[config.mk]
export PLATFORM = sky130hd
export DESIGN_NAME = pwm_capture
export DESIGN_NICKNAME = d
export VERILOG_FILES = /design/src/rtl/pwm_capture.sv
export SDC_FILE = /design/constraint.sdc
export NUM_CORES = 1
export LEC_CHECK = 0
export CAP_MARGIN = 20
export CORE_UTILIZATION = 48
export DETAILED_ROUTE_END_ITERATION = 10
export PLACE_DENSITY = 0.71
export REMOVE_ABC_BUFFERS = 1
export SLEW_MARGIN = 0
export SYNTH_ARGS = -nofsm -noshare
export SYNTH_HDL_FRONTEND = slang
export SYNTH_SLANG_ARGS = --single-unit
[constraint.sdc]
create_clock -name clk -period 2.8 [get_ports clk]
set_clock_uncertainty 0.1 [all_clocks]
set_input_delay 0.28 -clock clk [delete_from_list [all_inputs] [get_ports clk]]
set_output_delay 0.28 -clock clk [all_outputs]
set_load 0.1 [all_outputs]
[src/rtl/pwm_capture.sv]
// PWM/square-wave capture: measures period (rise to rise) and high time in clk cycles,
// publishing one result per period with a one-cycle valid strobe and a sticky timeout flag.
module pwm_capture #(
    parameter int CNT_W       = 16,
    parameter int SYNC_STAGES = 2,
    parameter int TIMEOUT     = (2**CNT_W) - 1
) (
    input  logic             clk,
    input  logic             rst,
    input  logic             pwm_in,
    input  logic             enable,
    output logic [CNT_W-1:0] period_out,
    output logic [CNT_W-1:0] high_out,
    output logic             meas_valid,
    output logic             timeout_flag
);

    typedef enum logic [1:0] {
        ST_IDLE = 2'd0,
        ST_ARM  = 2'd1,
        ST_HIGH = 2'd2,
        ST_LOW  = 2'd3
    } state_t;

    localparam logic [CNT_W-1:0] TIMEOUT_C = CNT_W'(TIMEOUT);
    localparam logic [CNT_W-1:0] CNT_ZERO  = {CNT_W{1'b0}};
    localparam logic [CNT_W-1:0] CNT_ONE   = {{(CNT_W-1){1'b0}}, 1'b1};

    // Saturating increment keeps the counter pinned at TIMEOUT when an edge wins that cycle.
    function automatic logic [CNT_W-1:0] sat_inc(input logic [CNT_W-1:0] v);
        return (v == TIMEOUT_C) ? TIMEOUT_C : (v + CNT_ONE);
    endfunction

    logic [SYNC_STAGES-1:0] sync_q;
    logic                   s_dly_q;
    state_t                 state_q, state_d;
    logic [CNT_W-1:0]       cnt_q, cnt_d;
    logic [CNT_W-1:0]       high_reg_q, high_reg_d;
    logic [CNT_W-1:0]       period_q, period_d;
    logic [CNT_W-1:0]       high_q, high_d;
    logic                   valid_q, valid_d;
    logic                   tflag_q, tflag_d;
    logic                   s_s, rise_s, fall_s;

    assign s_s    = sync_q[SYNC_STAGES-1];
    assign rise_s = s_s & ~s_dly_q;
    assign fall_s = ~s_s & s_dly_q;

    // Input synchronizer chain plus one extra stage for edge detection.
    always_ff @(posedge clk or negedge rst) begin
        if (!rst) begin
            sync_q  <= {SYNC_STAGES{1'b0}};
            s_dly_q <= 1'b0;
        end else begin
            sync_q  <= {sync_q[SYNC_STAGES-2:0], pwm_in};
            s_dly_q <= s_s;
        end
    end

    // State, counter and result registers.
    always_ff @(posedge clk or negedge rst) begin
        if (!rst) begin
            state_q    <= ST_IDLE;
            cnt_q      <= CNT_ZERO;
            high_reg_q <= CNT_ZERO;
            period_q   <= CNT_ZERO;
            high_q     <= CNT_ZERO;
            valid_q    <= 1'b0;
            tflag_q    <= 1'b0;
        end else begin
            state_q    <= state_d;
            cnt_q      <= cnt_d;
            high_reg_q <= high_reg_d;
            period_q   <= period_d;
            high_q     <= high_d;
            valid_q    <= valid_d;
            tflag_q    <= tflag_d;
        end
    end

    // Next-state logic: disable beats edges, edges beat timeout.
    always_comb begin
        state_d    = state_q;
        cnt_d      = cnt_q;
        high_reg_d = high_reg_q;
        period_d   = period_q;
        high_d     = high_q;
        valid_d    = 1'b0;
        tflag_d    = tflag_q;
        if (!enable) begin
            state_d = ST_IDLE;
            cnt_d   = CNT_ZERO;
            tflag_d = 1'b0;
        end else begin
            case (state_q)
                ST_IDLE: begin
                    state_d = ST_ARM;
                    cnt_d   = CNT_ZERO;
                end
                ST_ARM: begin
                    if (rise_s) begin
                        state_d = ST_HIGH;
                        cnt_d   = CNT_ONE;
                    end else begin
                        cnt_d   = CNT_ZERO;
                    end
                end
                ST_HIGH: begin
                    if (fall_s) begin
                        high_reg_d = cnt_q;
                        cnt_d      = sat_inc(cnt_q);
                        state_d    = ST_LOW;
                    end else if (cnt_q == TIMEOUT_C) begin
                        tflag_d    = 1'b1;
                        cnt_d      = CNT_ZERO;
                        state_d    = ST_ARM;
                    end else begin
                        cnt_d      = sat_inc(cnt_q);
                    end
                end
                ST_LOW: begin
                    if (rise_s) begin
                        period_d = cnt_q;
                        high_d   = high_reg_q;
                        valid_d  = 1'b1;
                        tflag_d  = 1'b0;
                        cnt_d    = CNT_ONE;
                        state_d  = ST_HIGH;
                    end else if (cnt_q == TIMEOUT_C) begin
                        tflag_d  = 1'b1;
                        cnt_d    = CNT_ZERO;
                        state_d  = ST_ARM;
                    end else begin
                        cnt_d    = sat_inc(cnt_q);
                    end
                end
                default: begin
                    state_d = ST_IDLE;
                    cnt_d   = CNT_ZERO;
                end
            endcase
        end
    end

    assign period_out   = period_q;
    assign high_out     = high_q;
    assign meas_valid   = valid_q;
    assign timeout_flag = tflag_q;

endmodule

=== After elaboration in Yosys (flattened, before gate mapping) ===
Index checks and enable logic that the tools add are counted.

* Register bits: 71
* Bits in latches: 0
* Bits in writable memories: 0
* Bits in read-only memories: 0
* Output and inout bits: 34
* Logic and storage cells: 46
* Memories kept: 0

* Add/subtract/negate cells: 1
* Multiply operators: 0
* Divide/modulo/power cells: 0
* $lt $le $gt $ge: 0
* Equal/unequal tests: 7
* Shift operators: 0
* Mux-type cells: 21
* Bitwise gates (word level): 4
* Reduce and logical (&&, ||, !) cells: 4

{| class="wikitable"
|+ Operators with widths
! kind !! count
|-
| two-way mux 16 bit || 5
|-
| one-hot mux 16 bit (4 select lines) || 1
|-
| adder 16 x 1 -> 16 bit, second input constant || 1
|-
| equality test 16 bit, second input constant || 1
|-
| two-way mux 2 bit || 5
|-
| two-way mux 1 bit || 8
|-
| one-hot mux 2 bit (4 select lines) || 1
|-
| != test 3 bit, second input constant || 2
|-
| AND reduction 3 bit || 2
|-
| equality test 2 bit, second input constant || 2
|-
| != test 3 x 1 -> 1 bit, second input constant || 1
|-
| AND 1 bit || 2
|-
| equality test 2 x 1 -> 1 bit, second input constant || 1
|-
| logical NOT 2 bit || 1
|-
| inverter 1 bit || 2
|-
| one-hot mux 1 bit (2 select lines) || 1
|-
| AND reduction 2 bit || 1
|}

=== Logic depth before layout (Yosys ltp) ===
* Depth after elaboration: 5
* Gate-level depth with buffers: 7
* Gate-level depth less buffers: 6

=== Worst setup path before layout ===
OpenSTA, ideal clock, no wires.

* Path kind: flip-flop to flip-flop
* Start: register sync_q[1]
* End: register high_reg_q[10]
* Library setup time: 125 ps
* Arrival time: 1,519 ps
* Data required time: 2,575 ps
* Slack: 1,056 ps
* Cell stages (with the launch flop): 5
* Buffers on the path: 1
* Clock period less this slack: 1,744 ps
* Cell sequence: dfrtp_1 > or3_1 > nor2_4 > buf_4 > mux2_2

* Word-level cells in the longest chain between the ends: 3

{| class="wikitable"
|+ Ends and longest elaborated chain
! element !! RTL line !! source
|-
| start: declaration || 34 || <nowiki>logic [SYNC_STAGES-1:0] sync_q;</nowiki>
|-
| start signal: assignment || 52 || <nowiki>sync_q <= {SYNC_STAGES{1'b0}};</nowiki>
|-
| start signal: assignment || 55 || <nowiki>sync_q <= {sync_q[SYNC_STAGES-2:0], pwm_in};</nowiki>
|-
| inverter 1 bit || 47 || <nowiki>assign fall_s = ~s_s & s_dly_q;</nowiki>
|-
| AND 1 bit || 47 ||
|-
| AND reduction 3 bit (no line) || n/a ||
|-
| end signal: assignment || 73 || <nowiki>high_reg_q <= high_reg_d;</nowiki>
|-
| end: declaration || 38 || <nowiki>logic [CNT_W-1:0] high_reg_q, high_reg_d;</nowiki>
|}

Every way passes these cells.
A chain may end at the register's enable or synchronous reset.

=== Worst setup path in the final report ===
* Start: register cnt_q[0]
* End: register cnt_q[6]

* Word-level cells in the longest chain between the ends: 5
* Elaborated cells on any way between the ends: 8
* Those cells by class: add/sub (1); eq/ne (1); mux (6)

{| class="wikitable"
|+ Ends and longest elaborated chain
! element !! RTL line !! source
|-
| start: declaration || 37 || <nowiki>logic [CNT_W-1:0] cnt_q, cnt_d;</nowiki>
|-
| start signal: assignment || 72 || <nowiki>cnt_q <= cnt_d;</nowiki>
|-
| adder 16 x 1 -> 16 bit or equality test 16 bit (tied branches) || 31, 113, 129 ||
|-
| two-way mux 16 bit (on tied branches) || 113, 129, 31 ||
|-
| two-way mux 16 bit (on tied branches) || 122, 109 ||
|-
| one-hot mux 16 bit (4 select lines) * || 95 || <nowiki>case (state_q)</nowiki>
|-
| two-way mux 16 bit * || 90 || <nowiki>if (!enable) begin</nowiki>
|-
| net cnt_d[6] || 37 ||
|}

Mark *: on every way through the listed nets, which the timed path passes. The rest lies on a longest branch.

==> flow_summary_export.csv <==
group,metric,value,unit
status,status,"complete, no violations",
worst_setup_path,crit_slowest_cell,"dfrtp_1",
logic_synthesis,yosys_warnings,0,
logic_synthesis,ys_ff_latch,71,
worst_setup_path,crit_path_cell_trace,"ha_1 -> nand4_2 -> nor3_1 -> nand2_1 -> nand2_1 -> o21ai_0",
cts,cts_root_buf,"clkbuf_8",
worst_setup_path,cpPeakStageDelay,0.43,ns
cells_and_area,num-fill-cells,464,
cells_and_area,fin_cells,335,
floorplan,die_y,79.8,um
worst_setup_path,crit_path_end_kind,"flop",
cells_and_area,multi_input_area,1060,um^2
power,peakVddDrop,0.325,mV
flow_run,cap_violations,0,
logic_synthesis,synth_compound_area_frac,0.0357,
logic_synthesis,avgSynthCellArea,13.7,um^2
logic_synthesis,synthTopCellsByArea,"dfrtp_1, mux2_2, xnor2_1, nand2_1, o21ai_0",
cts,clock-sinks,71,
floorplan,rows,27,
power,p_leak,0.00176,uW
logic_synthesis,syn_inst,213,
logic_synthesis,synth_mux_area_frac,0.186,
placed_design,hpwlAfterDp,3250,um
logic_synthesis,synth-simple-area-share,0.0972,
cells_and_area,drive_above_1_share,0.418,
timing,rsz0062_at_grt,"no",
floorplan,dieArea,6370,um^2
logic_synthesis,ys_types,32,
logic_synthesis,seq_area_frac_synth,0.611,
floorplan,start_util,0.512,
cts,h-tree-depth,3,
worst_setup_path,cp_common_cell,"nand2_1",
cts,cts_made_buffers,9,
placed_design,port-buffer-count,37,
logic_synthesis,yosys.area_share.xor_xnor,0.0422,
logic_synthesis,yosysTopAreaCell,"dfrtp_1",
logic_synthesis,dominantRegCellSynth,"dfrtp_1",
cts,tritoncts,"built",
route,routed_wl,4880,um
floorplan,core,5680,um^2
cells_and_area,area_delta_synth_final,20.1,%
route,ant_nets,0,
timing,fin_crit_sh,0.741,
placed_design,place.gp.congestion,0.827,
cts,clkTransAtPathRegs,0.07,ns
timing,setup_viol,0,
timing,worst_pin_slew,0.579,ns
worst_setup_path,critPathTopFamily,"simple AND/OR/NAND/NOR gates",
floorplan,die_w,79.8,um
cts,postCtsSetupBuffers,0,
route,viasPerCell,5.12,
cts,ctsResizeCount,0,
cells_and_area,antenna_cells,0,
worst_setup_path,path_buf_inv,0,
cells_and_area,final_nets,263,
global_routing,grt_usage,0.181,
hold_path,hold_path_class,"reg -> reg",
cts,clockBufferDepth,2,
logic_synthesis,synthAdderAreaFrac,0.00430,
timing,min_period,2.07,ns
global_routing,grt_start_max_net_pins,34,
worst_setup_path,required,2.89,ns
logic_synthesis,synth_top_area_share,0.611,
route,drc,0,
timing,hold_viol,0,
cts,cts_hold_buf,1,
logic_synthesis,syn_area,2910,um^2
route,via_count,1716,
global_routing,grt_first_pass_wirelength,8570,um
route,drt_iter0_drc,101,
global_routing,grt_pass1_vias,1798,
cells_and_area,post-route-util,0.615,
logic_synthesis,synth-edff-count,0,
worst_setup_path,crit_type,"reg -> reg",
route,wl_per_cell,14.6,um
timing,tns,0,ns
power,p_per_area,570,nW/um^2
placed_design,placed_cells,318,
floorplan,io_pins,38,
timing,slew_headroom,0.614,
cells_and_area,register_area,1780,um^2
logic_synthesis,synth_top_family_by_area,"multiplexers",
worst_setup_path,cp-start-kind,"flop",
cts,clk_latency,0.33,ns
timing,slew_viol_final,0,
logic_synthesis,synthArstFlopShare,1.00,
timing,fmax,482,MHz
global_routing,antenna_found_initial,0,
global_routing,grt_overflow_total,0,
route,drt-pass1-iter-count,4,
worst_setup_path,worst_ep_arrival_time,2.16,ns
worst_setup_path,path_max_fanout,12,
[cells in the mapped netlist (3+ instances only)]
library cell	number
o21ai_0	9
nand3_1	7
xor2_1	5
nor3_1	4
nor2_1	8
mux2_2	47
xnor2_1	9
inv_1	6
o21ai_2	3
dfrtp_1	71
buf_2	4
nand2_1	16
[metal layers]
layer	share of wire	GRT usage	vias up
li1	-	-	834
met1	0.47	0.242	837
met2	0.47	0.263	36
met3	0.035	0.0411	9
met4	0.019	0.121	0
met5	0	0	-
[report_power, final]
part	switching (uW)	leakage (uW)	total (uW)	internal (uW)
logic	37.5	0.000660	50.7	13.2
registers	5.48	0.000982	1040	1030
clock network	351	0.000114	900	550
[placed cells by master, fill, tap and decap left out, types with 2 or more instances in the layout]
cell type,Yosys,layout
nor2_1,8,7
nor3_1,4,4
and3_1,2,2
dfrtp_1,71,71
o21ai_2,3,3
buf_4,2,37
clkbuf_1,0,2
o21ai_0,9,9
bufinv_16,0,2
clkbuf_8,0,11
mux2_2,47,47
or3_1,2,2
inv_1,6,6
clkdlybuf4s50_1,0,2
nor3_2,2,2
nand2_1,16,16
xnor2_1,9,9
xor2_1,5,5
nand3_1,7,7
[sequential cells by signal, indices dropped and copies added, names as in the netlist, 2 cells and up]
| signal | cells |
|---|---|
| period_out | 16 |
| state_q | 2 |
| cnt_q | 16 |
| high_reg_q | 16 |
| sync_q | 2 |
| high_out | 16 |
[worst reg2reg max path: stages (launching register included)]
cell     delay [ns]
dfrtp_1        0.43
ha_1           0.25
nand4_2        0.23
nor3_1         0.29
nand2_1        0.12
nand2_1        0.35
o21ai_0        0.17
[cells by family after synthesis]
logic type      after synthesis
flops                        71
simple gates                 49
mux                          48
compound gates               17
xor+xnor                     14
buf+inv                      13
fa+ha+maj                     1
[stage by stage]
stage          power [uW]  hold slack [ns]  setup slack [ns]  area (um^2)
2_1_floorplan        1080           -0.116             0.215         2860
3_3_place_gp         1110            0.208             0.730         3260
3_5_place_dp         1110            0.223             0.637         3260
4_1_cts              2010            0.252             0.739         3490
5_1_grt              2070            0.265             0.490         3490
6_report             1990            0.249             0.726         3490
[layout make-up]
type | instances | share of cell area
clock buffers | 13 | 0.0455
clock inverters | 3 | 0.0186
inverters | 6 | 0.00645
multi-input cells | 129 | 0.305
flip-flops and latches | 71 | 0.509
well taps | 72 | 0.0258
repair buffers | 41 | 0.0896
[final timing paths]
kind,start,endpoint,slack [ns],cells after the start
max,cnt_q[0],cnt_q[6],0.73,6
max reg2reg,cnt_q[0],cnt_q[6],0.73,6
min in group asynchronous,rst,meas_valid,0.37,2
min reg2reg,sync_q[0],sync_q[1],0.25,0
max in group asynchronous,rst,cnt_q[6],1.49,3
min,sync_q[0],sync_q[1],0.25,0
Power figures use the tool's default switching activity.
